==> src/rtl/imem_loader.sv <==
// imem_loader -- byte-serial program loader for the instruction memory.
//
// Accepts a byte stream over a valid/ready handshake, assembles each group of
// four bytes big-endian (first byte -> bits 31:24) into a 32-bit instruction
// word, and issues one single-cycle write per word at word addresses
// 0 .. NUM_WORDS-1. After the last word the loader parks in DONE until the
// next start.
//
// Optional feature (compile-time macro IMEM_LOADER_CHECKSUM_EN):
//   keeps an 8-bit running XOR of all accepted data bytes, and after the last
//   write waits in CHECK for one extra checksum byte. err reports a mismatch.
//   Without the macro there is no CHECK state and err is tied to 0.
//
// Ports:
//   clk         system clock, all state changes on the rising edge
//   rst         synchronous active-low reset
//   start       begin a load (honoured only in IDLE or DONE)
//   byte_valid  byte_data carries a byte this cycle
//   byte_data   stream byte
//   byte_ready  loader accepts a byte this cycle
//   wr_en       one-cycle write strobe to the instruction memory
//   wr_addr     word address of the write (held while wr_en=0)
//   wr_data     assembled instruction word (held while wr_en=0)
//   busy        high in every state except IDLE and DONE
//   done        load complete, held until next start or reset
//   err         checksum mismatch flag
module imem_loader #(
  parameter int ADDR_WIDTH = 4,
  parameter int NUM_WORDS  = 16
) (
  input  logic                  clk,
  input  logic                  rst,
  input  logic                  start,
  input  logic                  byte_valid,
  input  logic [7:0]            byte_data,
  output logic                  byte_ready,
  output logic                  wr_en,
  output logic [ADDR_WIDTH-1:0] wr_addr,
  output logic [31:0]           wr_data,
  output logic                  busy,
  output logic                  done,
  output logic                  err
);

  localparam logic [ADDR_WIDTH-1:0] LAST_ADDR = ADDR_WIDTH'(NUM_WORDS - 1);

  typedef enum logic [2:0] {
    IDLE,
    ASSEMBLE,
    WRITE,
`ifdef IMEM_LOADER_CHECKSUM_EN
    CHECK,
`endif
    DONE
  } state_t;

  state_t                  state_reg, state_next;
  logic [1:0]              cnt_reg, cnt_next;
  logic [ADDR_WIDTH-1:0]   addr_reg, addr_next;
  logic [31:0]             data_reg, data_next;
  logic [ADDR_WIDTH-1:0]   wr_addr_reg, wr_addr_next;
  logic [31:0]             wr_data_reg, wr_data_next;
  logic [31:0]             shifted;

`ifdef IMEM_LOADER_CHECKSUM_EN
  logic [7:0]              csum_reg, csum_next;
  logic                    err_reg, err_next;
`endif

  assign shifted = {data_reg[23:0], byte_data};

  always_ff @(posedge clk) begin
    if (!rst) begin
      state_reg   <= IDLE;
      cnt_reg     <= '0;
      addr_reg    <= '0;
      data_reg    <= '0;
      wr_addr_reg <= '0;
      wr_data_reg <= '0;
`ifdef IMEM_LOADER_CHECKSUM_EN
      csum_reg    <= '0;
      err_reg     <= 1'b0;
`endif
    end else begin
      state_reg   <= state_next;
      cnt_reg     <= cnt_next;
      addr_reg    <= addr_next;
      data_reg    <= data_next;
      wr_addr_reg <= wr_addr_next;
      wr_data_reg <= wr_data_next;
`ifdef IMEM_LOADER_CHECKSUM_EN
      csum_reg    <= csum_next;
      err_reg     <= err_next;
`endif
    end
  end

  always_comb begin
    state_next   = state_reg;
    cnt_next     = cnt_reg;
    addr_next    = addr_reg;
    data_next    = data_reg;
    wr_addr_next = wr_addr_reg;
    wr_data_next = wr_data_reg;
`ifdef IMEM_LOADER_CHECKSUM_EN
    csum_next    = csum_reg;
    err_next     = err_reg;
`endif
    byte_ready   = 1'b0;
    wr_en        = 1'b0;
    busy         = 1'b1;
    done         = 1'b0;

    case (state_reg)
      IDLE, DONE: begin
        busy = 1'b0;
        done = (state_reg == DONE);
        if (start) begin
          state_next = ASSEMBLE;
          addr_next  = '0;
          cnt_next   = '0;
`ifdef IMEM_LOADER_CHECKSUM_EN
          csum_next  = '0;
          err_next   = 1'b0;
`endif
        end
      end

      ASSEMBLE: begin
        byte_ready = 1'b1;
        if (byte_valid) begin
          data_next = shifted;
          cnt_next  = cnt_reg + 2'd1;
`ifdef IMEM_LOADER_CHECKSUM_EN
          csum_next = csum_reg ^ byte_data;
`endif
          if (cnt_reg == 2'd3) begin
            // Capture the write port registers here so that they change only
            // when a write is issued and otherwise hold their last values.
            state_next   = WRITE;
            wr_addr_next = addr_reg;
            wr_data_next = shifted;
          end
        end
      end

      WRITE: begin
        wr_en = 1'b1;
        if (addr_reg == LAST_ADDR) begin
          // Address is never incremented past the last word, so it cannot wrap.
`ifdef IMEM_LOADER_CHECKSUM_EN
          state_next = CHECK;
`else
          state_next = DONE;
`endif
        end else begin
          addr_next  = addr_reg + ADDR_WIDTH'(1);
          cnt_next   = '0;
          state_next = ASSEMBLE;
        end
      end

`ifdef IMEM_LOADER_CHECKSUM_EN
      CHECK: begin
        byte_ready = 1'b1;
        if (byte_valid) begin
          err_next   = (byte_data != csum_reg);
          state_next = DONE;
        end
      end
`endif

      default: state_next = IDLE;
    endcase
  end

  assign wr_addr = wr_addr_reg;
  assign wr_data = wr_data_reg;

`ifdef IMEM_LOADER_CHECKSUM_EN
  assign err = err_reg;
`else
  assign err = 1'b0;
`endif

endmodule

==> config.mk <==
export PLATFORM = sky130hd
export DESIGN_NAME = imem_loader
export DESIGN_NICKNAME = d
export VERILOG_FILES = /design/src/rtl/imem_loader.sv
export SDC_FILE = /design/constraint.sdc
export NUM_CORES = 1
export LEC_CHECK = 0
export ABC_CLOCK_PERIOD_IN_PS = 4490
export CORE_UTILIZATION = 40
export DETAILED_ROUTE_END_ITERATION = 8
export PLACE_DENSITY = 0.67
export SLEW_MARGIN = 20
export SYNTH_ARGS = -nofsm -noshare
export SYNTH_HDL_FRONTEND = slang
export SYNTH_SLANG_ARGS = --single-unit
==> constraint.sdc <==
create_clock -name clk -period 4.49 [get_ports clk]
set_input_delay 0.449 -clock clk [delete_from_list [all_inputs] [get_ports clk]]
set_output_delay 0.449 -clock clk [all_outputs]
set_load 0.02 [all_outputs]
# Yosys cells after proc, flatten, opt, wreduce, memory -nomap -nowiden

Index checks and enable logic that the tools add are counted.

Bits of input ports: 12
Flip-flop bits (word level): 69

Mux-type cells: 16
Reduce and logical (&&, ||, !) cells: 9
Equality and inequality tests: 9
Add/subtract/negate cells: 2

Operator list:

| cell                | count |
|---|---|
| $mux 3              | 3 |
| $pmux 3 s3          | 1 |
| $reduce_and 3->1    | 3 |
| $mux 2              | 4 |
| $mux 4              | 2 |
| $ne 2x2->1 const B  | 4 |
| $pmux 4 s2          | 1 |
| $eq 3x2->1 const B  | 2 |
| $pmux 2 s3          | 1 |
| $add 4x1->4 const B | 1 |
| $eq 4x4->1 const B  | 1 |
| $mux 1              | 4 |
| $reduce_and 4->1    | 1 |
| $eq 3x1->1 const B  | 1 |
| $logic_not 3->1     | 1 |
| $reduce_bool 3->1   | 1 |
| $add 2x1->2 const B | 1 |
| $eq 2x2->1 const B  | 1 |
| $reduce_and 2->1    | 1 |
| $reduce_bool 2->1   | 1 |
| $reduce_or 2->1     | 1 |

# Longest topological paths before layout

Depth after elaboration: 4
Gate-level depth with buffers: 7
Depth with buffers taken out: 5

# Worst setup path before layout

No wires, ideal clock.

Path kind: register to register
Start point: register state_reg[0]
End point: register cnt_reg[1]
Buffers on the path: 1
Slack: 2.684 ns
Period minus slack after synthesis: 1.806 ns
Data arrival time: 1.735 ns
Cell stages (with the launch flop): 7
Library setup time: 0.070 ns
Cell sequence: dfxtp_1 inv_1 ha_1 and4_1 buf_6 or4_1 a21oi_1

Cells in the longest elaborated chain, start to end: 4
Elaborated cells on any way between the ends: 11

Ends and longest elaborated chain:

| item                                                             | line | text |
|---|---|---|
| start: declaration                                               | 57   | `state_t state_reg, state_next;` |
| start signal: assignment                                         | 85   | `state_reg <= state_next;` |
| $eq 3x2->1 / $logic_not 3->1 (equally long branches)             | 114  | `case (state_reg)` |
| $reduce_or 2->1                                                  | 114  |  |
| $ne 2x2->1 (no line) / $reduce_bool 3->1 (equally long branches) | n/a  |  |
| $reduce_and 4->1 (no line)                                       | n/a  |  |
| end signal: assignment                                           | 86   | `cnt_reg <= cnt_next;` |
| end: declaration                                                 | 58   | `logic [1:0] cnt_reg, cnt_next;` |

Parallel ways exist; a longest one is shown, timed or not.
A chain may end at the register's enable or synchronous reset.

# Worst setup path in the final report

Start point: register state_reg[1]
End point: output byte_ready

Cells in the longest elaborated chain, start to end: 2

Ends and longest elaborated chain:

| item             | line | text |
|---|---|---|
| $eq 3x1->1       | 114  |  |
| $mux 1           | 114  |  |
| end: declaration | 36   | `output logic byte_ready,` |

No other way between the ends.

==> flow_summary.ini <==
[power]
worst_ir_drop_vdd_mv = 0.223
power.leakage_nw = 1.10
power_density_nw_per_um2 = 421

[global_route]
antenna_found_initial = 0
grt_pass1_wl_um = 9510
overflow = 0
grt_max_degree = 69
grt_pass1_vias = 2075
grt_use_total = 0.186

[die]
num_rows = 28
io_pins = 53
dieArea_um2 = 6750
die_h_um = 82.1
die_w_um = 82.1
start_util = 0.424
core_um2 = 6060

[clock_network]
numCtsBuffers = 9
cts_setup_buffers = 0
cts_tree = built
clk_pin_slew_ps = 70
cts_buffer_depth = 2
root_buffer = clkbuf_8
post_cts_resized = 0
clock_sinks = 68
h-tree-depth = 3
cts_hold_buffers = 0
clk_latency_ps = 340

[cells_and_area]
drive_gt1_frac = 0.0461
regArea_um2 = 1360
diodes = 0
multi_input_area_um2 = 1080
postLayoutCoreUtil = 0.541
area_delta_synth_final_pct = 27.8
n_fill_cell = 586
stdcell_count = 444
nets = 382
largest_reg_flops = 32

[min_path]
min_path_type = reg -> reg
hp-start = data_reg[21]

[sta]
finalSetupViolCount = 0
fin_skew_ps = 6.03
hold_violations = 0
rsz0062_at_grt = no
max_clock_freq_mhz = 432
period_share = 0.516
layout_min_cycle_time_ps = 2320
drv_slew = 0
fin_ws_ps = 2170
slew_headroom = 0.413
worst_pin_slew_ps = 880
fin_tns_setup_ps = 0

[place]
dp.cells = 428
io_buffers = 51
hpwl_um = 3520
place_ws_ps = 2360
place.gp.congestion = 0.743

[synthesis]
yosys_warnings = 0
syn_inst = 323
syn_area_um2 = 2570
yosysMostFrequentCell = nand2_1
ys_seq_area_frac = 0.530
synth.avg_cell_area_um2 = 7.95
synth_edf_count = 0
yosysUniqueCellTypes = 25
synth_top_area_share = 0.530
ys_ff_latch = 68
synthTopCellsByArea = dfxtp_1, nand2_1, a21oi_1
synth_flop_cell = dfxtp_1
synth_top_cell_by_area = dfxtp_1
synth_common_cells = nand2_1, dfxtp_1, a21oi_1
syn_nets = 341
async_reset_ff_frac = 0

[setup_path]
startpoint = state_reg[1]
slowest_delay_ps = 680
path_class = reg -> out
path_delay_family = buffers and inverters
cp_cell_sequence = inv_1 -> ha_1 -> clkdlybuf4s50_1
crit_buf_inv = 2
crit_path_start_kind = flop
worstPathMaxFanout = 12
critPathSlowestCell = clkdlybuf4s50_1
cp.required_ps = 4040
cp-end-kind = primary output
cp_data_arrival_time_ps = 1870
rr_startpoint = state_reg[0]

[detailed_routing]
wirelength_um = 5620
wl_per_cell_um = 12.7
firstDrtPassIters = 4
drcViolationCount = 0
drtIter0Drc = 126
vias = 2236
postRouteAntennaNets = 0
post_drt_via_cell_ratio = 5.04

[run]
maxCapViolCount = 0

[status]
status = completed
-- cells in the final DEF, fill, tap and decap left out, drive strengths merged, types with 2 or more instances in the layout --
master / count
a21oi: 66
nand2b: 2
inv: 4
a311oi: 3
dfxtp: 68
clkbuf: 15
ha: 6
nor2b: 2
nand3: 3
o31ai: 5
buf: 2
nand2: 124
or4: 5
clkdlybuf4s50: 51
a31oi: 2
or2b: 2
-- worst reg2reg max path: stages, from the launching register on --
cell     delay (ps)
dfxtp_1         410
inv_1            70
ha_1            280
and4_1          350
or4_1           560
a21oi_1         150
-- routing by layer --
metal | wire length, um | share of wire | GRT usage
met1 | 2620 | 0.47 | 0.231
met2 | 2680 | 0.48 | 0.299
met3 | 216 | 0.038 | 0.0484
met4 | 101 | 0.018 | 0.0912
met5 | 0 | 0 | 0
-- through the flow --
stage	power (mW)	instance area (um^2)	hold WS (ps)
final	1.38	3280	450
after global routing	1.45	3280	479
after CTS	1.39	3280	453
after detailed placement	0.894	3080	444
after global placement	0.886	3080	443
after floorplan	0.824	2570	432
-- layout make-up --
cell class,count,share of cell area
flip-flops and latches,68,0.415
multi-input cells,227,0.331
repair buffers,53,0.160
clock buffers,15,0.0507
well taps,75,0.0286
clock inverters,1,0.00915
inverters,5,0.00610
-- power breakdown --
group	switching (mW)	total (mW)	internal, mW	leakage, nW
logic	0.141	0.228	0.0867	0.453
clock network	0.212	0.500	0.288	0.0979
registers	0.0240	0.653	0.629	0.549
-- kinds of logic (layout without fill, tap and decap cells) --
kind of cell,count (synthesis),after routing,share of synthesized area
AO/OA/AOI/OAI,78,78,0.164
flip-flops,68,68,0.530
other,1,1,0.00146
buffers and inverters,28,74,0.0482
AND/OR/NAND/NOR,142,142,0.227
adder cells (fa/ha/maj),6,6,0.0292
-- worst paths after layout --
| path | end | slack (ps) | cells past startpoint |
|---|---|---|---|
| setup / recovery | byte_ready | 2170 | 3 |
| hold / removal | wr_data[29] | 450 | 2 |
| setup reg to reg | cnt_reg[1] | 2590 | 5 |
| hold reg to reg | wr_data[29] | 450 | 2 |
Note: power is estimated with default switching activity, not from simulation.
